## src/rtl/vec_mag_pkg.sv

```systemverilog
// vec_mag_pkg: shared types and constants for the vector-magnitude pipeline.
// Holds the coordinate width default, the packed-word width, the lane index
// type and the bit offsets of each lane inside the packed word.
package vec_mag_pkg;

   localparam int COORD_WIDTH = 8;

   function automatic int axis_tdata_width(input int cw);
      return 4 * cw;
   endfunction

   localparam int AXIS_TDATA_WIDTH = 4 * COORD_WIDTH;

   typedef enum logic [1:0] {
      LANE_X1 = 2'd0,
      LANE_Y1 = 2'd1,
      LANE_X2 = 2'd2,
      LANE_Y2 = 2'd3
   } lane_t;

   // LSB position of each lane in the packed word {x1, y1, x2, y2}
   localparam int LANE_X1_LSB = 3 * COORD_WIDTH;
   localparam int LANE_Y1_LSB = 2 * COORD_WIDTH;
   localparam int LANE_X2_LSB = 1 * COORD_WIDTH;
   localparam int LANE_Y2_LSB = 0;

endpackage

```

## src/rtl/vec_mag_packer_if.sv

```systemverilog
// vec_mag_packer_if: AXI-Stream bundle (data, valid, last, ready).
// Handshake: a beat transfers on a rising aclk edge where tvalid && tready;
// the master holds tdata/tlast stable while tvalid && !tready and never
// withdraws tvalid before the transfer.
interface vec_mag_packer_if #(
   parameter int W = 8
);
   logic [W-1:0] tdata;
   logic         tvalid;
   logic         tlast;
   logic         tready;

   modport master (output tdata, output tvalid, output tlast, input tready);
   modport slave  (input tdata, input tvalid, input tlast, output tready);
endinterface

```

## src/rtl/vec_pack_out_reg.sv

```systemverilog
// vec_pack_out_reg: single-entry AXIS output register slice.
// Loads a word when load is asserted, holds it until the consumer takes it,
// and allows a load in the same cycle as a drain for seamless hand-over.
module vec_pack_out_reg #(
   parameter int W = 32
) (
   input  logic         aclk,
   input  logic         aresetn,
   input  logic         load,
   input  logic [W-1:0] load_data,
   input  logic         load_last,
   input  logic         out_ready,
   output logic         out_valid,
   output logic [W-1:0] out_data,
   output logic         out_last,
   output logic         can_load
);

   // A new word may enter when the slot is empty or being drained this cycle
   assign can_load = !out_valid || out_ready;

   // Valid/data/last hold: reload wins over drain, data only changes on load
   always_ff @(posedge aclk) begin
      if (!aresetn) begin
         out_valid <= 1'b0;
         out_data  <= '0;
         out_last  <= 1'b0;
      end else if (load) begin
         out_valid <= 1'b1;
         out_data  <= load_data;
         out_last  <= load_last;
      end else if (out_ready) begin
         out_valid <= 1'b0;
      end
   end

endmodule

```

## src/rtl/vec_mag_packer.sv

```systemverilog
// vec_mag_packer: packs four narrow AXIS coordinate beats (x1, y1, x2, y2)
// into one wide AXIS word {x1, y1, x2, y2} for the magnitude core.
// Optional macro VEC_PACK_TLAST_CHECK_EN: an early tlast (on x1, y1 or x2)
// discards the partial group and pulses frame_err for one cycle; without it
// early tlast is ignored and frame_err is tied low.
module vec_mag_packer
   import vec_mag_pkg::*;
#(
   parameter int COORD_WIDTH = vec_mag_pkg::COORD_WIDTH
) (
   input  logic                    aclk,
   input  logic                    aresetn,
   vec_mag_packer_if.slave         s_axis,
   vec_mag_packer_if.master        m_axis,
   output logic                    frame_err
);

   localparam int CW = COORD_WIDTH;
   localparam int TW = axis_tdata_width(COORD_WIDTH);

   lane_t             lane;
   logic [3*CW-1:0]   collect;
   logic              accept;
   logic              load;
   logic              can_load;
   logic              early_last;

   // Only the y2 beat depends on the output slot; x1..x2 always flow
   assign s_axis.tready = aresetn && ((lane != LANE_Y2) || can_load);
   assign accept        = s_axis.tvalid && s_axis.tready;
   assign load          = accept && (lane == LANE_Y2);

`ifdef VEC_PACK_TLAST_CHECK_EN
   logic frame_err_q;

   assign early_last = accept && s_axis.tlast && (lane != LANE_Y2);
   assign frame_err  = frame_err_q;

   // One-cycle error pulse following a truncated group
   always_ff @(posedge aclk) begin
      if (!aresetn) frame_err_q <= 1'b0;
      else          frame_err_q <= early_last;
   end
`else
   assign early_last = 1'b0;
   assign frame_err  = 1'b0;
`endif

   // Lane counter and collect register for x1, y1, x2
   always_ff @(posedge aclk) begin
      if (!aresetn) begin
         lane    <= LANE_X1;
         collect <= '0;
      end else if (accept) begin
         if (lane == LANE_Y2 || early_last) begin
            lane <= LANE_X1;
         end else begin
            lane <= lane_t'(lane + 2'd1);
            case (lane)
               LANE_X1: collect[3*CW-1:2*CW] <= s_axis.tdata;
               LANE_Y1: collect[2*CW-1:CW]   <= s_axis.tdata;
               default: collect[CW-1:0]      <= s_axis.tdata;
            endcase
         end
      end
   end

   vec_pack_out_reg #(
      .W (TW)
   ) u_out_reg (
      .aclk      (aclk),
      .aresetn   (aresetn),
      .load      (load),
      .load_data ({collect, s_axis.tdata}),
      .load_last (s_axis.tlast),
      .out_ready (m_axis.tready),
      .out_valid (m_axis.tvalid),
      .out_data  (m_axis.tdata),
      .out_last  (m_axis.tlast),
      .can_load  (can_load)
   );

endmodule

```

## src/flat_wrapper.sv

```systemverilog
// flat-port wrapper written by rule: the top's interface ports become plain ports
module vec_mag_packer_flat import vec_mag_pkg::*;
#(
   parameter int COORD_WIDTH = vec_mag_pkg::COORD_WIDTH
)
  (aclk, aresetn, frame_err, s_axis_tdata, s_axis_tvalid, s_axis_tlast, s_axis_tready, m_axis_tdata, m_axis_tvalid, m_axis_tlast, m_axis_tready);
  vec_mag_packer_if #(.W((8))) s_axis_i ();
  vec_mag_packer_if #(.W((4 * (8)))) m_axis_i ();
  input  logic aclk;
  input  logic aresetn;
  output logic frame_err;
  input wire logic [$bits(s_axis_i.tdata)-1:0] s_axis_tdata;
  input wire logic [$bits(s_axis_i.tvalid)-1:0] s_axis_tvalid;
  input wire logic [$bits(s_axis_i.tlast)-1:0] s_axis_tlast;
  output wire logic [$bits(s_axis_i.tready)-1:0] s_axis_tready;
  output wire logic [$bits(m_axis_i.tdata)-1:0] m_axis_tdata;
  output wire logic [$bits(m_axis_i.tvalid)-1:0] m_axis_tvalid;
  output wire logic [$bits(m_axis_i.tlast)-1:0] m_axis_tlast;
  input wire logic [$bits(m_axis_i.tready)-1:0] m_axis_tready;
  assign s_axis_i.tdata = s_axis_tdata;
  assign s_axis_i.tvalid = s_axis_tvalid;
  assign s_axis_i.tlast = s_axis_tlast;
  assign s_axis_tready = s_axis_i.tready;
  assign m_axis_tdata = m_axis_i.tdata;
  assign m_axis_tvalid = m_axis_i.tvalid;
  assign m_axis_tlast = m_axis_i.tlast;
  assign m_axis_i.tready = m_axis_tready;
  vec_mag_packer #(.COORD_WIDTH(COORD_WIDTH)) u_core (.aclk(aclk), .aresetn(aresetn), .s_axis(s_axis_i), .m_axis(m_axis_i), .frame_err(frame_err));
endmodule
```

## config.mk

```make
export PLATFORM = sky130hd
export DESIGN_NAME = vec_mag_packer_flat
export DESIGN_NICKNAME = d
export VERILOG_FILES = /design/src/rtl/vec_mag_pkg.sv /design/src/rtl/vec_mag_packer_if.sv /design/src/rtl/vec_pack_out_reg.sv /design/src/rtl/vec_mag_packer.sv /design/src/flat_wrapper.sv
export SDC_FILE = /design/constraint.sdc
export NUM_CORES = 1
export LEC_CHECK = 0
export CAP_MARGIN = 25
export CORE_UTILIZATION = 51
export DETAILED_ROUTE_END_ITERATION = 8
export PLACE_DENSITY_LB_ADDON = 0.12
export SLEW_MARGIN = 20
export SYNTH_ARGS = -nofsm -noshare
export SYNTH_HDL_FRONTEND = slang
export SYNTH_SLANG_ARGS = --single-unit
```

## constraint.sdc

```tcl
create_clock -name aclk -period 1.4 [get_ports aclk]
set_input_delay 0.21 -clock aclk [delete_from_list [all_inputs] [get_ports aclk]]
set_output_delay 0.21 -clock aclk [all_outputs]
set_load 0.01 [all_outputs]
```

======== After elaboration in Yosys (flattened, before gate mapping) ========
Cells that the tools add are included.
storage, ports and cells
  word-level logic and storage cells ...... 28
  output and inout port bits .............. 36
  register bits ........................... 60
operators by class
  bitwise operators ....................... 2
  mux-type cells .......................... 3
  equal/unequal tests ..................... 3
  reductions and logical operators ........ 12
  add/sub/neg operators ................... 1
operators by type and width
  operator                                              number
  AND reduction 3 bit                                   3
  logical AND 1 bit                                     3
  adder 2 x 1 -> 2 bit (second input constant)          1
  equality test 2 x 1 -> 1 bit (second input constant)  1
  equality test 2 bit (second input constant)           1
  zero test 2 bit                                       1
  logical OR 1 bit                                      2
  2-to-1 mux 1 bit                                      2
  2-to-1 mux 2 bit                                      1
  inequality test 2 bit (second input constant)         1
  NOT 1 bit                                             2
  nonzero test 2 bit                                    1
  OR reduction 2 bit                                    1
  zero test 1 bit                                       1

======== Logic depth before layout (Yosys ltp) ========
Gate-level depths: netlist of run 1.
  word-level depth ........................ 7
  gate-level depth with buffers ........... 6
  depth with buffers taken out ............ 4

======== Modules after synthesis ========
A second synthesis of run 1 with hierarchy kept.
second synthesis, totals
  cells, all modules ...................... 235
  area total of the unflattened synthesis .. 2403.6 µm²
by module, submodules not included
  module            cells an instance  times used  area an instance (µm²)
  vec_pack_out_reg  110                1           1317.5
  vec_mag_packer    125                1           1086.0

======== Worst setup path before layout of run 1 ========
OpenSTA, ideal clock, no wires.
  kind .................................... register -> register
  from .................................... register u_core.lane[0]
  to ...................................... register u_core.u_out_reg.out_data[10]
  slack ................................... 0.120 ns
  arrival ................................. 1.165 ns
  cell stages (with the launch flop) ...... 7
  clock period less this slack ............ 1.280 ns
  required time ........................... 1.285 ns
  library setup time ...................... 0.115 ns
  cell sequence ........................... dfxtp_1 -> ha_1 -> and3_1 -> buf_4 -> buf_2 -> nand3_1 -> o21ai_2
between the ends
  cells in the longest elaborated chain, start to end .. 5
RTL lines
  what                    line                    source
  from (decl)             vec_mag_packer.sv:21    lane_t lane;
  from (signal assigned)  vec_mag_packer.sv:58    lane <= lane_t'(lane + 2'd1);
  inequality test 2 bit   vec_mag_packer.sv:29    assign s_axis.tready = aresetn && ((lane != LANE_Y2) || can_load);
  logical OR 1 bit        vec_mag_packer.sv:29
  logical AND 1 bit       vec_mag_packer.sv:29
  logical AND 1 bit       vec_mag_packer.sv:30    assign accept = s_axis.tvalid && s_axis.tready;
  logical AND 1 bit (*)   vec_mag_packer.sv:31    assign load = accept && (lane == LANE_Y2);
  to (signal assigned)    vec_pack_out_reg.sv:30  out_data <= load_data;
  to (decl)               vec_pack_out_reg.sv:14  output logic [W-1:0] out_data,
Every way passes the cells marked *; elsewhere a longest branch is shown, timed or not.
A chain may end at the register's enable or synchronous reset.

======== Worst setup path in the final report of run 1 ========
  from .................................... register u_core.lane[1]
  to ...................................... output port s_axis_tready
between the ends
  cells in the longest elaborated chain, start to end .. 3
RTL lines
  what                   line                  source
  inequality test 2 bit  vec_mag_packer.sv:29
  logical OR 1 bit       vec_mag_packer.sv:29
  logical AND 1 bit      vec_mag_packer.sv:29
  to (decl)              flat_wrapper.sv:15    output wire logic [$bits(s_axis_i.tready)-1:0] s_axis_tready;
No other way between the ends.

==> results.cfg, run 1 <==
[outcome]
outcome = finished clean

[place]
gp_congestion = 0.7339
dpl.hpwl_um = 3415
io_buffers = 47
placed_cells_incl_taps = 356
place_ws_ns = -0.2609

[critical_path]
critical_path_depth = 4
cp-endpoint = s_axis_tready
path_cells = ha_4, nand3b_1, and2_1, buf_2
reg2reg_to = u_core.u_out_reg.out_data[19]$_SDFFE_PN0P_
r2r-start = u_core.lane[1]$_SDFFE_PN0P_
crit_fanout = 2
worst_ep_arrival_time_ns = 1.16
crit_path_start = u_core.lane[1]$_SDFFE_PN0P_
crit_path_start_kind = register
worstSetupPathType = reg2out
cp_slowest_stage_delay_ns = 0.36
cp_num_buf_inv = 1
critical-path-slowest-cell = dfxtp_2
ff2ff_setup_slack_ns = 0.08
crit_required_ns = 1.19
cp-end-kind = output port
r2r_cells = 6
crit_family = flip-flops

[route]
wl_per_cell_um = 13.95
vias = 1976
firstDrtPassIters = 4
drt_wl_total_um = 5190
final_antenna_net_count = 0
drt_iter0_markers = 87
vias_per_cell = 5.312
drc_errors = 0

[clock_tree]
cts_made_buffers = 9
clk_latency_ns = 0.32
root_buffer = clkbuf_8
clk_pin_slew_ns = 0.06
clkSinkCount = 60
postCtsSetupRepairBufs = 0
clock_path_buffers = 2
cts_tree = done
cts_max_level = 3
hold_buffers = 0

[floorplan]
die_w_um = 71.65
io_pins = 49
core_area_um2 = 4504
initial_core_util_pct = 54.92
fp.dieH_um = 71.65
rows = 24
design.die.area_um2 = 5133

[synth]
synth_common_cells = 69 x nand2_1, 60 x dfxtp_1, 33 x nand3_1, 30 x o21ai_2, 25 x mux2i_1
syn-cell-area_um2 = 2474
synth_nets = 279
ys_seq_elements = 60
synth-edff-count = 0
synthFlopType = dfxtp_1
ys_warn_count = 0
syn_inst = 262
avgSynthCellArea_um2 = 9.441
synth_most_common_cell = nand2_1
yosysSeqAreaShare_pct = 48.56
ys_types = 22
synth_area_leader_cell = dfxtp_1
async_flop_share_pct = 0
synth.top_cell.area_share_pct = 48.56
ys_top_cells_by_area = dfxtp_1 49%, o21ai_2 11%, nand2_1 10%

[grt]
gr-total-overflow = 0
antenna_found_initial = 0
grt_pass1_wl_um = 9011
grt_usage_pct = 22.92
grt_start_max_net_pins = 29
grt_pass1_vias = 1931

[layout]
final_nets = 332
drive_above_1_share_pct = 21.88
antennaDiodeCount = 0
stdcell_count = 372
synthToLayoutAreaGrowth_pct = 29.03

[timing]
rsz0062_at_grt = yes
slew_viol_final = 0
finalHoldViolCount = 0
clock_skew_ns = 0.007401
finalCriticalPeriod_ns = 1.372
setup_ws_ns = 0.02799
max_freq_mhz = 728.9
setup_viol = 0
holdWs_ns = 0.2282
finalCritPeriodShare_pct = 98.00

[run]
maxCapViolCount = 0

[power_and_ir_drop]
peakVddDrop_v = 0.0006365
p_leak_nw = 1.478
powerDensity_nw_per_um2 = 1022

[min_path]
whs_path_depth = 3
hold_class = in2reg
-- cells by family (layout without fill, tap and decap cells) --
logic type	Yosys count	after routing	synth area share, %
compound gates	35	35	11.89
simple gates	112	112	20.79
buf+inv	25	83	6.474
other cells	1	1	0.1516
fa+ha+maj	4	4	2.023
mux	25	25	10.12
flops	60	60	48.56
-- per-layer routing --
| layer | share of wire [%] | vias to the layer above | GRT usage [%] |
|---|---|---|---|
| li1 | - | 988 | - |
| met1 | 48 | 935 | 29.00 |
| met2 | 46 | 46 | 36.79 |
| met3 | 4.2 | 7 | 4.923 |
| met4 | 1.6 | 0 | 11.98 |
| met5 | 0 | - | 0 |
-- where the power goes --
part | internal (W) | switching (W)
registers | 0.00174 | 0.0000186
logic | 0.0000963 | 0.000111
clock network | 0.000688 | 0.000610
total | 0.00252 | 0.000739
-- worst min path at each step --
stage                                         startpoint                                         to  slack, ns
2_1_floorplan                            s_axis_tdata[3]  u_core.u_out_reg.out_data[3]$_SDFFE_PN0P_       0.35
3_3_place_gp   u_core.u_out_reg.out_data[4]$_SDFFE_PN0P_  u_core.u_out_reg.out_data[4]$_SDFFE_PN0P_       0.44
3_5_place_dp   u_core.u_out_reg.out_data[4]$_SDFFE_PN0P_  u_core.u_out_reg.out_data[4]$_SDFFE_PN0P_       0.45
4_1_cts                                          aresetn                u_core.lane[1]$_SDFFE_PN0P_       0.22
5_1_grt                                          aresetn             u_core.collect[4]$_SDFFE_PN0P_       0.25
6_report                                         aresetn                u_core.lane[1]$_SDFFE_PN0P_       0.23
-- area by class of cell --
class	instances	area [µm²]
clock buffers	14	152.6
clock inverters	2	10.01
fillers	377	1313
inverters	2	7.507
multi-input cells	177	1125
flip-flops and latches	60	1204
well taps	52	65.06
repair buffers	65	628.1
-- metrics by stage --
stage	power (W)	util [%]	setup TNS [ns]	cell area, µm²
final	0.003262	70.86	0	3192
after global placement	0.001995	67.14	-4.205	3024
after CTS	0.003284	70.31	0	3167
after floorplan	0.001917	-	0	2474
after global routing	0.003372	70.86	-0.04803	3192
after detailed placement	0.002000	67.14	-5.314	3024
-- flip-flops by register name (all words and copies together) (netlist names) --
| name | cells |
|---|---|
| u_core.lane | 2 |
| u_core.u_out_reg.out_last | 1 |
| u_core.u_out_reg.out_valid | 1 |
| u_core.u_out_reg.out_data | 32 |
| u_core.collect | 24 |
-- repair_timing --
action                     CTS  global route
pin swaps                    0             1
gates resized for setup     32            10
setup endpoints to repair   25            12
-- worst reg2reg max path: stages (launching register included) --
cell and delay, ns:
dfxtp_2 0.34, ha_4 0.16, buf_4 0.13, and3_1 0.23, buf_12 0.18, nand3_1 0.12, o21ai_2 0.07
-- cell usage in the layout, fill, tap and decap left out, drive strengths merged, types with 2 or more instances in the layout --
| master | netlist | routed |
|---|---|---|
| and3 | 5 | 5 |
| dlygate4sd2 | 0 | 24 |
| clkinv | 0 | 2 |
| mux2i | 25 | 25 |
| and2 | 2 | 2 |
| clkdlybuf4s50 | 0 | 11 |
| ha | 4 | 4 |
| inv | 2 | 2 |
| clkbuf | 9 | 14 |
| nand3 | 33 | 33 |
| buf | 14 | 20 |
| o21ai | 33 | 33 |
| dlymetal6s2s | 0 | 10 |
| nand2 | 69 | 69 |
| dfxtp | 60 | 60 |
(Power assumes the default switching activity.)
==> inputs of run 2 (changes only) <==
--- a/config.mk
+++ b/config.mk
@@ -6,7 +6,9 @@
 export NUM_CORES = 1
 export LEC_CHECK = 0
 export CAP_MARGIN = 25
-export CORE_UTILIZATION = 51
+export CELL_PAD_IN_SITES_DETAIL_PLACEMENT = 2
+export CELL_PAD_IN_SITES_GLOBAL_PLACEMENT = 2
+export CORE_UTILIZATION = 31
 export DETAILED_ROUTE_END_ITERATION = 8
 export PLACE_DENSITY_LB_ADDON = 0.12
 export SLEW_MARGIN = 20
==> run 2 against run 1 <==
Effect of this change: highest routed layer unchanged; maximum frequency decreased by 3.2%; clock power increased by 34%; utilization decreased by 28 points; register-to-register slack about the same; global-route usage decreased by 5.4 points; die area increased by 62%; sequential share of layout area decreased by 1.1 points; flip-flop and latch count unchanged; the flow now finishes with violations (setup timing); largest cell class unchanged; sequential power about the same; critical endpoint unchanged; worst setup slack got worse by 0.046 ns; critical path type unchanged; combinational power increased by 8%; clock-buffer cell count decreased by 2.
==> results.cfg, run 2 (synthesis results as in run 1) <==
[outcome]
outcome = finished, violations left
violations = setup timing

[critical_path]
cp_num_buf_inv = 1
worst_ep_arrival_time_ns = 1.21
ff2ff_setup_slack_ns = 0.07
reg2reg_to = u_core.collect[19]$_SDFFE_PN0P_
r2r_cells = 5
path_cells = ha_4, nand3b_1, and2_1, buf_2
crit_fanout = 2
r2r-start = u_core.lane[0]$_SDFFE_PN0P_
crit_path_start = u_core.lane[0]$_SDFFE_PN0P_
crit_required_ns = 1.19
critical_path_depth = 4
critical-path-slowest-cell = dfxtp_2
cp-endpoint = s_axis_tready
cp_slowest_stage_delay_ns = 0.35
worstSetupPathType = reg2out
crit_path_start_kind = register
cp-end-kind = output port
crit_family = flip-flops

[timing]
finalCritPeriodShare_pct = 101.3
finalCriticalPeriod_ns = 1.418
finalHoldViolCount = 0
setup_ws_ns = -0.01763
setup_tns_ns = -0.01763
setup_viol = 1
rsz0062_at_grt = yes
max_freq_mhz = 705.4
slew_viol_final = 0
clock_skew_ns = 0.009091

[clock_tree]
clk_latency_ns = 0.34
cts_tree = done
postCtsSetupRepairBufs = 0
cts_made_buffers = 9
root_buffer = clkbuf_8
clock_path_buffers = 2
clk_pin_slew_ns = 0.06
clkSinkCount = 60
cts_max_level = 3

[power_and_ir_drop]
swShare_pct = 22.31
p_leak_nw = 1.360
power.switching_w = 0.0008300
comb_power_share_pct = 6.0
clkPwrFrac_pct = 46.8
internal_power_w = 0.002890
peakVddDrop_v = 0.0004983
powerDensity_nw_per_um2 = 1132
sequentialPowerShare_pct = 47.2

[place]
dpl.hpwl_um = 4303
place_ws_ns = -0.2928
io_buffers = 47
gp_congestion = 0.7217

[grt]
antenna_found_initial = 0
grt_usage_pct = 17.52
grt_pass1_wl_um = 10940
grt_start_max_net_pins = 55
gr-total-overflow = 0
grt_pass1_vias = 2040

[route]
firstDrtPassIters = 4
drt_wl_total_um = 6557
final_antenna_net_count = 0
drt_iter0_markers = 71
vias = 1985
drc_errors = 0
wl_per_cell_um = 15.65
vias_per_cell = 4.737

[layout]
largest_reg_flops = 32
final_nets = 329
antennaDiodeCount = 0
largestRegisters = u_core.u_out_reg.out_data (32), u_core.collect (24), u_core.lane (2)
layout_commonest_cell = nand2_1
synthToLayoutAreaGrowth_pct = 32.88
most-common-layout-cells = 69 x nand2_1, 58 x dfxtp_1, 34 x dlygate4sd2_1, 33 x nand3_1, 30 x o21ai_2
largest_register = u_core.u_out_reg.out_data
drive_above_1_share_pct = 21.77

[min_path]
hold_class = in2reg

[floorplan]
design.die.area_um2 = 8340
io_pins = 49
fp.dieH_um = 91.33
rows = 32
core_area_um2 = 7727
die_w_um = 91.33
initial_core_util_pct = 32.01

[run]
maxCapViolCount = 0
[run 2: layout make-up]
type                    instances  area [µm²]
clock inverters                 4       72.57
clock buffers                  12       145.1
fillers                       857        4441
repair buffers                 62       605.6
inverters                       2       7.507
multi-input cells             177        1125
flip-flops and latches         60        1204
well taps                     102       127.6
[run 2: worst min path at each step]
stage / startpoint / end / slack (ns) / cells after the start
global placement: u_core.u_out_reg.out_data[4]$_SDFFE_PN0P_ / u_core.u_out_reg.out_data[4]$_SDFFE_PN0P_ / 0.44 / 2
global route: aresetn / u_core.lane[0]$_SDFFE_PN0P_ / 0.23 / 2
floorplan: s_axis_tdata[3] / u_core.u_out_reg.out_data[3]$_SDFFE_PN0P_ / 0.35 / 2
CTS: aresetn / u_core.lane[0]$_SDFFE_PN0P_ / 0.22 / 2
finish: aresetn / u_core.lane[0]$_SDFFE_PN0P_ / 0.23 / 2
detailed placement: u_core.u_out_reg.out_data[4]$_SDFFE_PN0P_ / u_core.u_out_reg.out_data[4]$_SDFFE_PN0P_ / 0.45 / 2
[run 2: per-stage QoR]
stage                     cell area (µm²)  total power [W]  hold slack [ns]  util [%]  std cells
after floorplan                      2474         0.001917           0.3474         -        262
after global placement               3102         0.002012           0.4397     40.14        403
after detailed placement             3102         0.002019           0.4459     40.14        403
after CTS                            3287         0.003777           0.2185     42.54        419
after global routing                 3287         0.003872           0.2338     42.54        419
final                                3287         0.003720           0.2270     42.54        419
[run 2: repair_timing]
action | 4_1_cts | 5_1_grt
resized for setup | 42 | 0
pin swaps | 1 | 2
setup endpoints to repair | 35 | 6
hold buffers | 0 | 0
endpoints found under the hold margin | 0 | 0
[run 2: power by group through the flow]
stage / registers, W / clock network (W) / logic (W)
floorplan: 0.00179 / 0 / 0.000127
global placement: 0.00179 / 0 / 0.000223
detailed placement: 0.00179 / 0 / 0.000228
CTS: 0.00176 / 0.00179 / 0.000227
global route: 0.00176 / 0.00187 / 0.000246
finish: 0.00176 / 0.00174 / 0.000224
[run 2: routing by layer]
layer  wire [µm]  GRT usage, %
met3         212         3.183
met2        3062         27.71
met5           0             0
met1        3153         22.58
met4         129         9.524
